## src/rtl/lsu_pkg.sv

```systemverilog
// Shared encodings for the load/store unit: access sizes, memory write codes
// and the controller state type.
package lsu_pkg;

  localparam logic [1:0] SZ_BYTE = 2'd0;
  localparam logic [1:0] SZ_HALF = 2'd1;
  localparam logic [1:0] SZ_WORD = 2'd2;

  localparam logic [3:0] WE_NONE = 4'd0;
  localparam logic [3:0] WE_B0   = 4'd1;
  localparam logic [3:0] WE_B1   = 4'd2;
  localparam logic [3:0] WE_B2   = 4'd3;
  localparam logic [3:0] WE_B3   = 4'd4;
  localparam logic [3:0] WE_HLO  = 4'd5;
  localparam logic [3:0] WE_HHI  = 4'd7;
  localparam logic [3:0] WE_WORD = 4'd8;

  typedef enum logic [1:0] {
    ST_IDLE,
    ST_ACCESS,
    ST_RESP
  } state_e;

  // Size 3 is illegal; it reports 4 bytes so the range check stays well defined.
  function automatic logic [2:0] size_bytes(input logic [1:0] size);
    case (size)
      SZ_BYTE: size_bytes = 3'd1;
      SZ_HALF: size_bytes = 3'd2;
      default: size_bytes = 3'd4;
    endcase
  endfunction

endpackage

```

## src/rtl/lsu_align.sv

```systemverilog
// Combinational lane logic: write code, store-data replication, load
// extraction/extension and alignment check for one access.
module lsu_align
  import lsu_pkg::*;
(
  input  logic [1:0]  size,
  input  logic        is_unsigned,
  input  logic [1:0]  off,
  input  logic [31:0] wdata,
  input  logic [31:0] drdata,
  output logic [3:0]  we_code,
  output logic [31:0] dwdata,
  output logic [31:0] rdata_ext,
  output logic        misalign
);

  logic [7:0] rd_lane [4];

  for (genvar gi = 0; gi < 4; gi++) begin : g_lane
    assign rd_lane[gi] = drdata[8*gi +: 8];
  end

  logic [15:0] rd_half;

  always_comb begin
    we_code   = WE_NONE;
    dwdata    = wdata;
    rdata_ext = drdata;
    misalign  = 1'b0;
    rd_half   = off[1] ? drdata[31:16] : drdata[15:0];
    case (size)
      SZ_BYTE: begin
        we_code   = WE_B0 + {2'b00, off};
        dwdata    = {4{wdata[7:0]}};
        rdata_ext = {{24{~is_unsigned & rd_lane[off][7]}}, rd_lane[off]};
      end
      SZ_HALF: begin
        misalign  = off[0];
        we_code   = off[0] ? WE_NONE : (off[1] ? WE_HHI : WE_HLO);
        dwdata    = {2{wdata[15:0]}};
        rdata_ext = {{16{~is_unsigned & rd_half[15]}}, rd_half};
      end
      SZ_WORD: begin
        misalign = (off != 2'd0);
        we_code  = (off != 2'd0) ? WE_NONE : WE_WORD;
      end
      default: begin
        misalign = 1'b1;
      end
    endcase
  end

endmodule

```

## src/rtl/lsu_ctrl.sv

```systemverilog
// Load/store initiator: accepts one CPU request, performs a single memory
// access cycle and returns a one-cycle response three cycles per request.
module lsu_ctrl
  import lsu_pkg::*;
#(
  parameter int ADDR_W    = 32,
  parameter int MEM_BYTES = 128
) (
  input  logic              clk,
  input  logic              reset,
  input  logic              req_valid,
  output logic              req_ready,
  input  logic              req_store,
  input  logic [1:0]        req_size,
  input  logic              req_unsigned,
  input  logic [ADDR_W-1:0] req_addr,
  input  logic [31:0]       req_wdata,
  output logic              resp_valid,
  output logic [31:0]       resp_rdata,
  output logic              resp_err,
  output logic [31:0]       daddr,
  output logic [31:0]       dwdata,
  output logic [3:0]        we,
  input  logic [31:0]       drdata
);

  localparam int AW1 = ADDR_W + 1;

  state_e            state_q, state_d;
  logic              store_q, store_d;
  logic [1:0]        size_q, size_d;
  logic              uns_q, uns_d;
  logic [ADDR_W-1:0] addr_q, addr_d;
  logic [31:0]       wdata_q, wdata_d;
  logic [31:0]       rdata_q, rdata_d;
  logic              err_q, err_d;

  logic [3:0]  we_code;
  logic [31:0] rdata_ext;
  logic        misalign;
  logic [AW1-1:0] end_addr;
  logic        out_of_range;
  logic        acc_err;

  lsu_align u_align (
    .size        (size_q),
    .is_unsigned (uns_q),
    .off         (addr_q[1:0]),
    .wdata       (wdata_q),
    .drdata      (drdata),
    .we_code     (we_code),
    .dwdata      (dwdata),
    .rdata_ext   (rdata_ext),
    .misalign    (misalign)
  );

  // One extra bit so addresses near the top of the space cannot wrap past the check.
  assign end_addr     = {1'b0, addr_q} + AW1'(size_bytes(size_q));
  assign out_of_range = end_addr > AW1'(MEM_BYTES);
  assign acc_err      = misalign | out_of_range;

  assign req_ready  = (state_q == ST_IDLE);
  assign resp_valid = (state_q == ST_RESP);
  assign resp_rdata = rdata_q;
  assign resp_err   = err_q;
  assign daddr      = 32'(addr_q);
  // Reset gates the strobe directly so a store caught mid-access never lands.
  assign we = (state_q == ST_ACCESS && store_q && !acc_err && !reset) ? we_code : WE_NONE;

  always_comb begin
    state_d = state_q;
    store_d = store_q;
    size_d  = size_q;
    uns_d   = uns_q;
    addr_d  = addr_q;
    wdata_d = wdata_q;
    rdata_d = rdata_q;
    err_d   = err_q;
    case (state_q)
      ST_IDLE: begin
        if (req_valid) begin
          store_d = req_store;
          size_d  = req_size;
          uns_d   = req_unsigned;
          addr_d  = req_addr;
          wdata_d = req_wdata;
          state_d = ST_ACCESS;
        end
      end
      ST_ACCESS: begin
        err_d   = acc_err;
        rdata_d = (!store_q && !acc_err) ? rdata_ext : 32'h0;
        state_d = ST_RESP;
      end
      ST_RESP: state_d = ST_IDLE;
      default: state_d = ST_IDLE;
    endcase
  end

  always_ff @(posedge clk) begin
    if (reset) begin
      state_q <= ST_IDLE;
      store_q <= 1'b0;
      size_q  <= SZ_BYTE;
      uns_q   <= 1'b0;
      addr_q  <= '0;
      wdata_q <= 32'h0;
      rdata_q <= 32'h0;
      err_q   <= 1'b0;
    end else begin
      state_q <= state_d;
      store_q <= store_d;
      size_q  <= size_d;
      uns_q   <= uns_d;
      addr_q  <= addr_d;
      wdata_q <= wdata_d;
      rdata_q <= rdata_d;
      err_q   <= err_d;
    end
  end

endmodule

```

## config.mk

```make
export PLATFORM = sky130hd
export DESIGN_NAME = lsu_ctrl
export DESIGN_NICKNAME = d
export VERILOG_FILES = /design/src/rtl/lsu_pkg.sv /design/src/rtl/lsu_align.sv /design/src/rtl/lsu_ctrl.sv
export SDC_FILE = /design/constraint.sdc
export NUM_CORES = 1
export LEC_CHECK = 0
export ABC_AREA = 1
export BUFFER_PORTS_ARGS = -buffer_cell sky130_fd_sc_hd__buf_2
export CAP_MARGIN = 10
export CORE_MARGIN = 5
export CORE_UTILIZATION = 32
export CTS_CLUSTER_SIZE = 16
export DETAILED_ROUTE_END_ITERATION = 16
export PLACE_DENSITY_LB_ADDON = 0.3
export SYNTH_ARGS = -nofsm -noshare
export SYNTH_HDL_FRONTEND = slang
export SYNTH_SLANG_ARGS = --single-unit
```

## constraint.sdc

```tcl
create_clock -name clk -period 3.77 [get_ports clk]
set_clock_uncertainty 0.2 [all_clocks]
set_input_delay 0.754 -clock clk [delete_from_list [all_inputs] [get_ports clk]]
set_output_delay 0.754 -clock clk [all_outputs]
set_load 0.03 [all_outputs]
```

# Yosys cells after proc, flatten, opt, wreduce, memory -nomap -nowiden
# Cells that the tools add are included.
[word_totals] output_inout_bits=103 latch_bits=0 regBits=103 mem_bits_rw=0 rom_bits=0 in_bits=103 n_memories=0
[classes] magnitude_cmp=2 n_mul=0 n_mux=16 div_mod_pow=0 eq_ne=5 n_addsub=2 n_bitwise=5 n_reduce_logical=11 n_shift=0
[op_table] op="case mux 32 bit (2 select lines)" count=2
[op_table] op="adder 32 x 3 -> 33 bit" count=1
[op_table] op="> comparator 33 x 8 -> 1 bit, second input constant" count=1
[op_table] op="2-to-1 mux 32 bit" count=1
[op_table] op="binary-select mux 8 bit (select 2 bit)" count=1
[op_table] op="2-to-1 mux 16 bit" count=1
[op_table] op="2-to-1 mux 8 bit" count=2
[op_table] op="2-to-1 mux 4 bit" count=3
[op_table] op="case mux 4 bit (3 select lines)" count=1
[op_table] op="case mux 3 bit (2 select lines)" count=1
[op_table] op="equality test 2 x 1 -> 1 bit, second input constant" count=2
[op_table] op="equality test 2 bit, second input constant" count=2
[op_table] op="logical AND 1 bit" count=4
[op_table] op="logical NOT 2 bit" count=2
[op_table] op="2-to-1 mux 2 bit" count=2
[op_table] op="case mux 2 bit (2 select lines)" count=1
[op_table] op="adder 1 x 2 -> 3 bit, first input constant" count=1
[op_table] op=">= comparator 3 bit, second input constant" count=1
[op_table] op="logical NOT 1 bit" count=3
[op_table] op="inverter 2 -> 3 bit" count=1
[op_table] op="case mux 1 bit (3 select lines)" count=1
[op_table] op="AND 1 bit" count=2
[op_table] op="!= test 2 bit, second input constant" count=1
[op_table] op="AND reduction 2 bit" count=1
[op_table] op="3 further kinds" count=3

# Longest topological paths before layout
# Gate-level depths: netlist of the first run.
[depth] word_depth=9 mapped_depth=23

# Cells and area by module
# Synthesis of the first run repeated with hierarchy kept, for this count alone.
[unflattened] hier_cells=1017 hier_area_um2=6452.4
[modules_own_cells] module="lsu_ctrl" area_each_um2=5208.7 n_inst=1 seq_area_each_um2=2062.0 cells_each=792
[modules_own_cells] module="lsu_align" area_each_um2=1243.7 n_inst=1 seq_area_each_um2=0.0 cells_each=225

# Worst setup path after synthesis of the first run
# OpenSTA, ideal clock, no wires.
[synth_path] kind="register to output" from="register size_q[1]" to="output port we[1]" stages_incl_launch_ff=18 required_ns=2.816 t_arrival_ns=2.960 path_slack_ns=-0.144 cell_sequence="dfxtp_1 -> buf_2 -> nor2_4 -> clkbuf_1 -> ha_1 -> ha_1 -> inv_1 -> nand2_4 -> nand2_2 -> nand2_2 -> nand3_2 -> nor2_4 -> nand3_2 -> a21oi_2 -> nand2_2 -> nor2_8 -> nand4_1 -> a21oi_1"
[synth_via] elab_chain_len=9
[synth_lines] element="from (decl)" line_no="lsu_ctrl.sv:31" text="logic [1:0] size_q, size_d;"
[synth_lines] element="from (signal assigned)" line_no="lsu_ctrl.sv:113" text="size_q <= size_d;"
[synth_lines] element="equality test 2 x 1 -> 1 bit or logical NOT 2 bit (tied branches)" line_no="lsu_pkg.sv:26, lsu_align.sv:31"
[synth_lines] element="case mux 3 bit (2 select lines)" line_no="lsu_pkg.sv:26" text="case (size)"
[synth_lines] element="adder 32 x 3 -> 33 bit" line_no="lsu_ctrl.sv:58" text="assign end_addr = {1'b0, addr_q} + AW1'(size_bytes(size_q));"
[synth_lines] element="> comparator 33 x 8 -> 1 bit" line_no="lsu_ctrl.sv:59" text="assign out_of_range = end_addr > AW1'(MEM_BYTES);"
[synth_lines] element="OR 1 bit" line_no="lsu_ctrl.sv:60" text="assign acc_err = misalign | out_of_range;"
[synth_lines] element="logical NOT 1 bit" line_no="lsu_ctrl.sv:68" text="assign we = (state_q == ST_ACCESS && store_q && !acc_err && !reset) ? we_code : WE_NONE;"
[synth_lines] element="logical AND 1 bit (2 in series)" line_no="lsu_ctrl.sv:68"
[synth_lines] element="2-to-1 mux 4 bit *" line_no="lsu_ctrl.sv:68"
[synth_lines] element="to (decl)" line_no="lsu_ctrl.sv:23" text="output logic [3:0] we,"
# Mark *: on every way between the ends. The rest lies on a longest branch, timed or not.

# Final worst setup path of the first run
[layout_path] from="register size_q[1]" to="output port we[2]"
# The elaborated chain is that of the path after synthesis.

==> run_results.csv, run 1 <==
group,metric,value,unit
final_layout,post_route_cells_drive_above_1_share,31.6,%
synth,proportion_of_synthesized_chip_area_in_sequential_cells,33.6,%
timing,finalHoldViolations,0,
setup_path,worst_ep_arrival_time,2.73,ns
timing,grt_setup_unrepaired,"true",
die,die-area,22000,sq um
drt,top_routing_layer_in_use,"met5",
drt,routed_wire_length_per_instance,15.7,um
placed_design,count_of_buffers_from_port_buffering,205,
clock_network,max-clock-path-buffers,2,
power_and_ir_drop,internal_power,1.92,mW
final_layout,most_common_cell_after_layout_fill_and_taps_aside,"sky130_fd_sc_hd__nand2_1",
drt,drtPass1Iterations,5,
timing,setup_viol,0,
die,die_w,148,um
synth,synthAdderAreaFrac,1.22,%
status,status,"complete, no violations",
final_layout,fin_nets,1229,
synth,synth_enable_flop_cells,0,
global_route,grt_start_max_net_pins,47,
synth,ys_ff_latch,103,
synth,post_synth_mux_area_share,0.163,%
synth,synthSimpleGateAreaFrac,39.8,%
power_and_ir_drop,peakVddDrop,0.245,mV
final_layout,final_cell_mix,"sky130_fd_sc_hd__nand2_1 (241), sky130_fd_sc_hd__buf_2 (201), sky130_fd_sc_hd__nor2_1 (107)",
drt,met2RoutedLength,10200,um
drt,detailroute.via_count,6633,
setup_path,critical_path.cell_chain,"ha_4, nand2_1, nor2_2, nand2_2, nand2_2, nand2_2, nand2_1, nand2_1, inv_2, nand3_1, nor2_2, nand3_2, nor2_8, nand4_1, buf_6, a21oi_2, buf_6",
die,ports,206,
clock_network,post_cts_hold_buffer_count,0,
power_and_ir_drop,seq_power_share,41.4,%
synth,nets_in_the_synthesized_netlist,1043,
setup_path,crit_path_max_fanout,5,
setup_path,critical_path.slowest_cell,"sky130_fd_sc_hd__dfxtp_4",
drt,route.layer.met1.wl,9310,um
global_route,grt_pass1_wl,33600,um
placed_design,dp_cells,1338,
global_route,grt_pass1_vias,6388,
drt,dr.first_iter.drc_count,294,
final_layout,area_delta_synth_final,28.1,%
setup_path,crit_path_start_kind,"register",
timing,max_clock_freq,271,MHz
global_route,groute.usage.overall,19.0,%
timing,worst_hold_slack,0.262,ns
clock_network,cts_inserted_buffers,9,
power_and_ir_drop,combinationalPowerShare,25.6,%
setup_path,crit_end_element,"output pin",
clock_network,clock_tree.root_cell,"sky130_fd_sc_hd__clkbuf_16",
global_route,global_route.overflow_total,0,
timing,finalCritPeriodShare,97.8,%
clock_network,clock_sinks,103,
clock_network,clk_transition_reported_paths,0.07,ns
die,core_area,18800,sq um
placed_design,place_congestion,0.902,
drt,final_antenna_net_count,0,
placed_design,place.detailed.hpwl,16400,um
synth,main_combinational_cell_family_by_area_after_synthesis,"simple AND/OR/NAND/NOR gates",
power_and_ir_drop,power.leakage,3.81,nW
die,initial_utilization,32.7,%
synth,synth_cells,934,
clock_network,worst_skew_pair.late_latency,0.35,ns
timing,period_minus_slack,3.69,ns
final_layout,non_filler_cells_final,1360,
synth,synth-main-ff-cell,"sky130_fd_sc_hd__dfxtp_1",
hold_path,worst_hold_path_type,"reg2reg",
global_route,antenna_violations_before_repair,1,
power_and_ir_drop,netSwitchingFraction,35.2,%
drt,route.met3.wl,1520,um
timing,worstMarginPinSlew,0.675,ns
die,die_y,148,um
setup_path,setup.worst_path.class,"reg2out",
synth,synth.lib_cells_used.distinct,38,
clock_network,htree_levels,3,
power_and_ir_drop,clockPowerShare,32.9,%
drt,drt-total-wl,21400,um
synth,ys.warnings.count,0,
synth,xor_xnor_cell_area_share_of_the_yosys_netlist,0.715,%
timing,slew-limit-headroom,54.9,%
setup_path,critical_path.max_stage_delay,0.39,ns
drt,drc_errors,0,
synth,syn_area_per_cell,6.56,sq um
die,placement_rows,50,
synth,post_synth_instance_area,6130,sq um
power_and_ir_drop,cellPowerDensity,377,nW/um^2
synth,synth-compound-area-share,14.3,%
setup_path,worst_ep_required_time,2.82,ns
timing,final_max_slew_viol_count,0,
power_and_ir_drop,total_switching_power,1.04,mW
flow_run,number_of_maximum_capacitance_constraint_violations,0,
drt,drt-vias-per-instance,4.88,
synth,postSynth.asyncResetShare,0,%
clock_network,tritoncts_clock_tree,"yes",
[final timing paths]
kind / startpoint / end / slack, ns / cells after the start
worst max-delay path: size_q[1] / we[2] / 0.08 / 17
worst min-delay path: resp_rdata[6] / resp_rdata[6] / 0.26 / 2
worst max register to register: size_q[0] / resp_rdata[11] / 0.83 / 18
worst min register to register: resp_rdata[6] / resp_rdata[6] / 0.26 / 2
[power by group through the flow]
stage	Sequential, mW	Combinational, mW	Clock, mW
after floorplan	1.28	0.458	0
after global placement	1.25	0.740	0
after detailed placement	1.25	0.739	0
after CTS	1.23	0.748	1.01
after global routing	1.24	0.839	1.04
final	1.23	0.758	0.975
[stage by stage]
step | util [%] | power (mW) | area (sq um) | setup TNS, ns | setup WS [ns]
3_5_place_dp | 39.0 | 1.99 | 7320 | 0 | 0.176
6_report | 41.8 | 2.96 | 7850 | 0 | 0.0830
5_1_grt | 41.8 | 3.11 | 7850 | -0.182 | -0.0638
3_3_place_gp | 39.0 | 1.99 | 7320 | 0 | 0.248
2_1_floorplan | - | 1.74 | 6130 | -0.417 | -0.144
4_1_cts | 41.0 | 2.98 | 7690 | 0 | 0.00999
[final cells by class]
type | instances | area [sq um]
flip-flops and latches | 103 | 2070
multi-input cells | 689 | 3600
clock inverters | 7 | 78.8
fillers | 2037 | 10900
inverters | 87 | 334
well taps | 234 | 293
diodes | 1 | 2.50
repair buffers | 230 | 1240
clock buffers | 9 | 225
[cell families (layout without fill, tap and decap cells)]
logic type                 after synthesis  in the layout
AOI/OAI and AO/OA                      166            166
DFF                                    103            103
adders and majority gates                6              6
buffers and inverters                  143            333
and+or+nand+nor                        510            511
other                                    0              1
xor gates and xnor gates                 5              5
muxes                                    1              1
[critical path: cells and delay by family, from the launching register on]
| kind | cells | cell delay, ns |
|---|---|---|
| AO/OA/AOI/OAI | 1 | 0.12 |
| adder cells (fa/ha/maj) | 1 | 0.30 |
| buffers and inverters | 3 | 0.36 |
| flip-flops | 1 | 0.39 |
| AND/OR/NAND/NOR | 12 | 1.21 |
[per-layer routing]
layer,track usage (%),vias to the layer above
met1,24.0,2999
met4,5.54,2
met5,0,-
met2,32.0,218
li1,-,3385
met3,4.75,29
[registers in the layout, summed over array words and instances, names as in the netlist]
name / flops
resp_err: 1
size_q: 2
daddr: 32
state_q: 2
wdata_q: 32
resp_rdata: 32
uns_q: 1
store_q: 1
[cell usage after synthesis (6+ instances only)]
| master | instances | area (sq um) |
|---|---|---|
| sky130_fd_sc_hd__nor2_1 | 112 | 420 |
| sky130_fd_sc_hd__inv_1 | 72 | 270 |
| sky130_fd_sc_hd__nand2_1 | 246 | 923 |
| sky130_fd_sc_hd__nor2_2 | 7 | 43.8 |
| sky130_fd_sc_hd__inv_2 | 11 | 41.3 |
| sky130_fd_sc_hd__a31oi_1 | 6 | 37.5 |
| sky130_fd_sc_hd__nand3_2 | 26 | 260 |
| sky130_fd_sc_hd__o21ai_0 | 86 | 430 |
| sky130_fd_sc_hd__a21oi_1 | 54 | 270 |
| sky130_fd_sc_hd__nand4_1 | 21 | 131 |
| sky130_fd_sc_hd__o211ai_1 | 10 | 75.1 |
| sky130_fd_sc_hd__buf_4 | 10 | 75.1 |
| sky130_fd_sc_hd__nand3_1 | 55 | 275 |
| sky130_fd_sc_hd__o21ai_1 | 6 | 30.0 |
| sky130_fd_sc_hd__dfxtp_1 | 103 | 2060 |
| sky130_fd_sc_hd__clkbuf_1 | 34 | 128 |
| sky130_fd_sc_hd__nand2_2 | 8 | 50.1 |
| sky130_fd_sc_hd__or2_2 | 15 | 93.8 |
| sky130_fd_sc_hd__ha_1 | 6 | 75.1 |
[timing repair]
action | in CTS | in global routing
pin swaps | 6 | 14
resized for setup | 18 | 30
endpoints found under the setup margin | 4 | 4
buffers inserted | 1 | 3
cloned | 0 | 1
endpoints found under the hold margin | 0 | 0
No activity file was read; power rests on OpenSTA's default activity.
==> inputs of run 2 (changes only) <==
clock period = 3.5 ns   (was 3.77 ns; I/O delays follow)
==> run 2 against run 1 <==
Net effect:
- the run now ends with setup timing left
- via count fell by 2.0%
- count of clock-buffer cells in the layout unchanged
- sequential power up 7%
- non-clock buffer count increased by 2
- register-to-register slack lost 0.30 ns
- global-route usage is 0.17 points lower
- utilization rose by 0.15 points
- clock power rose by 5%
- power rose by 6.9%
- first-iteration DRC count is 4.4% higher
- critical path depth grew 4
- critical path type unchanged
- largest cell class unchanged
==> run_results.csv, run 2 (synthesis results as in run 1) <==
group,metric,value,unit
setup_path,worstSetupEndpoint,"we[2]",
global_route,groute.usage.overall,18.8,%
power_and_ir_drop,power.leakage,3.82,nW
drt,routed_wire_length_per_instance,15.6,um
final_layout,fillerInstances,2065,
setup_path,crit_end_element,"output pin",
die,core_area,18800,sq um
setup_path,worst_r2r_startpoint,"size_q[1]",
status,status,"finished with violations",
power_and_ir_drop,cellPowerDensity,402,nW/um^2
drt,final_antenna_net_count,0,
setup_path,crit_path_max_fanout,8,
final_layout,n_antenna_cell,0,
global_route,global_route.overflow_total,0,
clock_network,max-clock-path-buffers,2,
final_layout,area_occupied_by_multi_input_gates,3600,sq um
setup_path,crit_path_start_kind,"register",
setup_path,worst_ep_required_time,2.60,ns
setup_path,timing.critical_path.from,"size_q[1]",
timing,max_clock_freq,278,MHz
timing,final_max_slew_viol_count,0,
clock_network,clk_transition_reported_paths,0.07,ns
clock_network,tritoncts_clock_tree,"yes",
timing,grt_setup_unrepaired,"true",
drt,drt-total-wl,21200,um
die,initial_utilization,32.7,%
timing,finalHoldViolations,0,
global_route,grt_start_max_net_pins,62,
final_layout,most_common_cell_after_layout_fill_and_taps_aside,"sky130_fd_sc_hd__nand2_1",
setup_path,worst_ep_arrival_time,2.70,ns
hold_path,worst_hold_path_type,"reg2reg",
setup_path,worst_flop_to_flop_path_endpoint,"resp_rdata[10]",
final_layout,sequential_cell_area,2070,sq um
final_layout,area_delta_synth_final,28.5,%
final_layout,util_after_layout,42.0,%
setup_path,setup.worst_path.class,"reg2out",
timing,period_minus_slack,3.60,ns
clock_network,htree_levels,3,
setup_path,reg2reg_depth,23,
clock_network,clock_sinks,103,
placed_design,pre_cts_ws,0.000140,ns
final_layout,post_route_cells_drive_above_1_share,31.7,%
global_route,antenna_violations_before_repair,2,
timing,layout_setup_ws,-0.101,ns
clock_network,worst_skew_pair.late_latency,0.35,ns
placed_design,place.detailed.hpwl,16400,um
status,violations_in_the_final_reports,"setup timing",
die,die_w,148,um
placed_design,count_of_buffers_from_port_buffering,205,
timing,worst_hold_slack,0.263,ns
final_layout,fin_nets,1230,
timing,setup-tns-final,-0.319,ns
timing,slew-limit-headroom,67.1,%
drt,dr.first_iter.drc_count,307,
flow_run,number_of_maximum_capacitance_constraint_violations,0,
global_route,grt_pass1_vias,6467,
clock_network,cts_inserted_buffers,9,
die,die-area,22000,sq um
global_route,grt_pass1_wl,33300,um
setup_path,worst-r2r-setup-slack,0.53,ns
power_and_ir_drop,peakVddDrop,0.278,mV
drt,drt-vias-per-instance,4.78,
drt,drtPass1Iterations,5,
die,placement_rows,50,
final_layout,final_cell_mix,"sky130_fd_sc_hd__nand2_1 (241), sky130_fd_sc_hd__buf_2 (201), sky130_fd_sc_hd__nor2_1 (107)",
die,ports,206,
timing,worstMarginPinSlew,0.492,ns
drt,drc_errors,0,
drt,detailroute.via_count,6498,
clock_network,clock_tree.root_cell,"sky130_fd_sc_hd__clkbuf_16",
clock_network,post_cts_hold_buffer_count,0,
timing,setup_viol,4,
placed_design,place_congestion,0.905,
timing,finalCritPeriodShare,103,%
die,die_y,148,um
[run 2: cell count changes in the layout (fill, tap and decap cells not counted), sizes merged]
cell,change
clkinv,+3
clkinvlp,-2
buf,+2
diode,-1
nand2,-1
bufinv,-1
[run 2: how the worst min path moves through the flow]
stage / startpoint / endpoint / slack [ns] / depth (start not counted)
CTS: resp_rdata[0] / resp_rdata[0] / 0.27 / 2
global route: resp_rdata[3] / resp_rdata[3] / 0.28 / 2
detailed placement: resp_rdata[0] / resp_rdata[0] / 0.25 / 2
global placement: resp_rdata[0] / resp_rdata[0] / 0.25 / 2
floorplan: wdata_q[10] / wdata_q[10] / 0.24 / 2
finish: resp_rdata[0] / resp_rdata[0] / 0.26 / 2
[run 2: area by class of cell]
class / instances / area share (%)
inverters: 87 / 4.24
clock inverters: 7 / 0.937
multi-input cells: 688 / 45.7
flip-flops and latches: 103 / 26.3
well taps: 234 / 3.72
clock buffers: 9 / 2.86
repair buffers: 232 / 16.2
[run 2: per-layer routing]
metal	up-vias	part of all wire (%)	track usage [%]
li1	3387	-	-
met1	2885	45	24.2
met2	190	46	30.8
met3	32	6.5	4.66
met4	4	2.2	6.37
met5	-	0.076	0
[run 2: timing repair]
action / 4_1_cts / 5_1_grt
resized for setup: 21 / 11
buffers inserted: 2 / 3
setup endpoints to repair: 4 / 4
endpoints found under the hold margin: 0 / 0
pin swaps: 11 / 16
[run 2: power by group]
group	total [mW]	leakage, nW	internal (mW)	switching (mW)
sequential	1.32	0.848	1.24	0.0801
clock	1.02	0.147	0.508	0.514
combinational	0.821	2.82	0.264	0.556
total	3.16	3.82	2.01	1.15
[run 2: critical path, stage by stage, from the launching register on]
cell and delay [ns]:
sky130_fd_sc_hd__dfxtp_4 0.41, sky130_fd_sc_hd__inv_6 0.06, sky130_fd_sc_hd__nand2_4 0.06, sky130_fd_sc_hd__nand2_4 0.05
sky130_fd_sc_hd__nand2_2 0.05, sky130_fd_sc_hd__inv_2 0.04, sky130_fd_sc_hd__ha_4 0.14, sky130_fd_sc_hd__inv_2 0.05
sky130_fd_sc_hd__nand2_4 0.07, sky130_fd_sc_hd__nand2_4 0.09, sky130_fd_sc_hd__nand2_8 0.08, sky130_fd_sc_hd__nand2_4 0.09
sky130_fd_sc_hd__inv_4 0.04, sky130_fd_sc_hd__nand4_1 0.08, sky130_fd_sc_hd__nand3_1 0.09, sky130_fd_sc_hd__nor2_1 0.14
sky130_fd_sc_hd__nand3_2 0.14, sky130_fd_sc_hd__nor2_8 0.11, sky130_fd_sc_hd__nand4_1 0.10, sky130_fd_sc_hd__buf_6 0.18
sky130_fd_sc_hd__a21oi_4 0.11, sky130_fd_sc_hd__buf_6 0.16
[run 2: stage by stage]
| step | area, sq um | cells | power (mW) |
|---|---|---|---|
| floorplan | 6220 | 934 | 1.89 |
| global placement | 7420 | 1339 | 2.15 |
| detailed placement | 7420 | 1339 | 2.16 |
| CTS | 7820 | 1357 | 3.19 |
| global route | 7880 | 1360 | 3.33 |
| finish | 7880 | 1360 | 3.16 |
==> inputs of run 3 (changes only) <==
CORE_ASPECT_RATIO = 0.9   (was not set)
CORE_MARGIN = not set   (was 5)
CTS_BUF_LIST = sky130_fd_sc_hd__clkbuf_4   (was not set)
==> run 3 against run 2 <==
Net effect:
- clock power decreased by 28%
- setup slack got worse by 0.18 ns
- register-to-register slack got worse by 0.20 ns
- first-iteration DRC count increased by 44%
- final area decreased by 0.71%
- flip-flop and latch count unchanged
- wire length increased by 0.48%
- largest power group unchanged
- critical path depth decreased by 5
- via count increased by 3.2%
- sequential power about the same
- the flow still finishes with violations (setup timing)
- combinational power increased by 2%
- critical endpoint is now we[3]
- hold slack got worse by 0.021 ns
- highest routed layer is now met4
==> run_results.csv, run 3 (synthesis results as in run 1) <==
group,metric,value,unit
clock_network,clk_transition_reported_paths,0.16,ns
die,initial_utilization,33.0,%
clock_network,cts_inserted_buffers,9,
die,die_w,148,um
placed_design,placement.cell_area,7450,sq um
clock_network,worst_skew_pair.late_latency,0.48,ns
die,placement_rows,47,
drt,drc_errors,0,
status,violations_in_the_final_reports,"setup timing",
setup_path,crit_path_start_kind,"register",
power_and_ir_drop,cellPowerDensity,371,nW/um^2
drt,drtPass1Iterations,4,
final_layout,most_common_cell_after_layout_fill_and_taps_aside,"sky130_fd_sc_hd__nand2_1",
final_layout,fin_nets,1239,
final_layout,post_route_cells_drive_above_1_share,32.3,%
status,status,"finished with violations",
placed_design,place.detailed.hpwl,16100,um
placed_design,count_of_buffers_from_port_buffering,205,
clock_network,htree_levels,3,
setup_path,worst_ep_required_time,2.60,ns
final_layout,non_filler_cells_final,1383,
drt,routed_wire_length_per_instance,15.4,um
setup_path,reg2reg_depth,25,
timing,final_max_slew_viol_count,0,
timing,setup_viol,4,
timing,slew-limit-headroom,21.8,%
timing,finalCritPeriodShare,108,%
timing,setup-tns-final,-1.07,ns
global_route,grt_start_max_net_pins,55,
drt,drt-total-wl,21300,um
final_layout,final_cell_mix,"sky130_fd_sc_hd__nand2_1 (241), sky130_fd_sc_hd__buf_2 (201), sky130_fd_sc_hd__nor2_1 (105)",
power_and_ir_drop,power.leakage,3.80,nW
die,die_y,133,um
drt,drt-vias-per-instance,4.85,
global_route,antenna_violations_before_repair,3,
hold_path,holdPathStages,3,
final_layout,area_delta_synth_final,27.6,%
global_route,grt_pass1_vias,6200,
timing,finalHoldViolations,0,
power_and_ir_drop,peakVddDrop,0.241,mV
placed_design,pre_cts_ws,-0.0279,ns
drt,detailroute.via_count,6709,
flow_run,number_of_maximum_capacitance_constraint_violations,0,
clock_network,max-clock-path-buffers,2,
timing,period_minus_slack,3.78,ns
timing,grt_setup_unrepaired,"true",
setup_path,setup.worst_path.class,"reg2out",
global_route,grt_pass1_wl,33100,um
clock_network,clock_tree.root_cell,"sky130_fd_sc_hd__clkbuf_4",
placed_design,dp_cells,1353,
drt,final_antenna_net_count,0,
timing,worstMarginPinSlew,1.17,ns
drt,dr.first_iter.drc_count,442,
global_route,global_route.overflow_total,0,
timing,max_clock_freq,264,MHz
setup_path,crit_end_element,"output pin",
die,core_area,18600,sq um
die,ports,206,
die,die-area,19700,sq um
hold_path,worst_hold_path_type,"in2reg",
placed_design,place_congestion,0.898,
global_route,groute.usage.overall,21.5,%
setup_path,crit_path_max_fanout,9,
setup_path,worst_ep_arrival_time,2.88,ns
final_layout,postLayoutCellArea,7820,sq um
clock_network,clock_sinks,103,
clock_network,tritoncts_clock_tree,"yes",
timing,layout_setup_ws,-0.282,ns
-- run 3: area by class of cell --
| class | instances | area (sq um) |
|---|---|---|
| sequential | 103 | 2070 |
| clock inverter | 5 | 81.3 |
| antenna | 3 | 7.51 |
| inverter | 87 | 334 |
| clock buffer | 11 | 82.6 |
| multi-input combinational | 689 | 3610 |
| timing repair buffer | 240 | 1330 |
| fill | 2060 | 10800 |
| tap | 245 | 307 |
-- run 3: stage by stage --
step	hold slack, ns	utilization [%]	power, mW
final	0.242	42.1	2.90
after global routing	0.221	42.1	3.07
after CTS	0.209	41.6	2.91
after detailed placement	0.253	40.1	2.16
after global placement	0.249	40.1	2.16
after floorplan	0.245	-	1.89
-- run 3: power by group --
group	internal, mW	switching (mW)
combinational	0.273	0.562
sequential	1.24	0.0814
clock	0.308	0.431
-- run 3: final timing paths --
check | from | to | slack (ns)
worst min-delay path | req_wdata[6] | wdata_q[6] | 0.24
worst max register to register | size_q[1] | resp_rdata[8] | 0.33
worst max-delay path | size_q[1] | we[3] | -0.28
worst min register to register | resp_rdata[4] | resp_rdata[4] | 0.27
-- run 3: worst max-delay path, stage by stage, from the launching register on --
cell and delay (ns):
sky130_fd_sc_hd__dfxtp_4 0.44, sky130_fd_sc_hd__inv_4 0.06, sky130_fd_sc_hd__buf_4 0.13, sky130_fd_sc_hd__buf_6 0.13
sky130_fd_sc_hd__nand4_1 0.07, sky130_fd_sc_hd__nand2_1 0.09, sky130_fd_sc_hd__inv_4 0.11, sky130_fd_sc_hd__nand2_4 0.10
sky130_fd_sc_hd__nand3b_1 0.09, sky130_fd_sc_hd__nand4_1 0.15, sky130_fd_sc_hd__nor2_1 0.16, sky130_fd_sc_hd__nand3_2 0.14
sky130_fd_sc_hd__nor2_8 0.13, sky130_fd_sc_hd__nand4_1 0.11, sky130_fd_sc_hd__buf_6 0.19, sky130_fd_sc_hd__nor2_4 0.12
sky130_fd_sc_hd__buf_6 0.14
-- run 3: per-layer routing --
metal | global-route usage [%] | vias up | wire length [um]
met1 | 28.7 | 3042 | 9760
met3 | 6.03 | 25 | 1660
met5 | 0 | - | 0
met4 | 7.16 | 0 | 423
li1 | - | 3410 | -
met2 | 33.4 | 232 | 9440
-- run 3: timing repair --
| action | CTS | global route |
|---|---|---|
| pin swaps | 10 | 11 |
| buffers inserted | 6 | 4 |
| hold buffers | 0 | 0 |
| endpoints found under the setup margin | 4 | 4 |
| gates resized for setup | 20 | 12 |
| cloned | 0 | 1 |
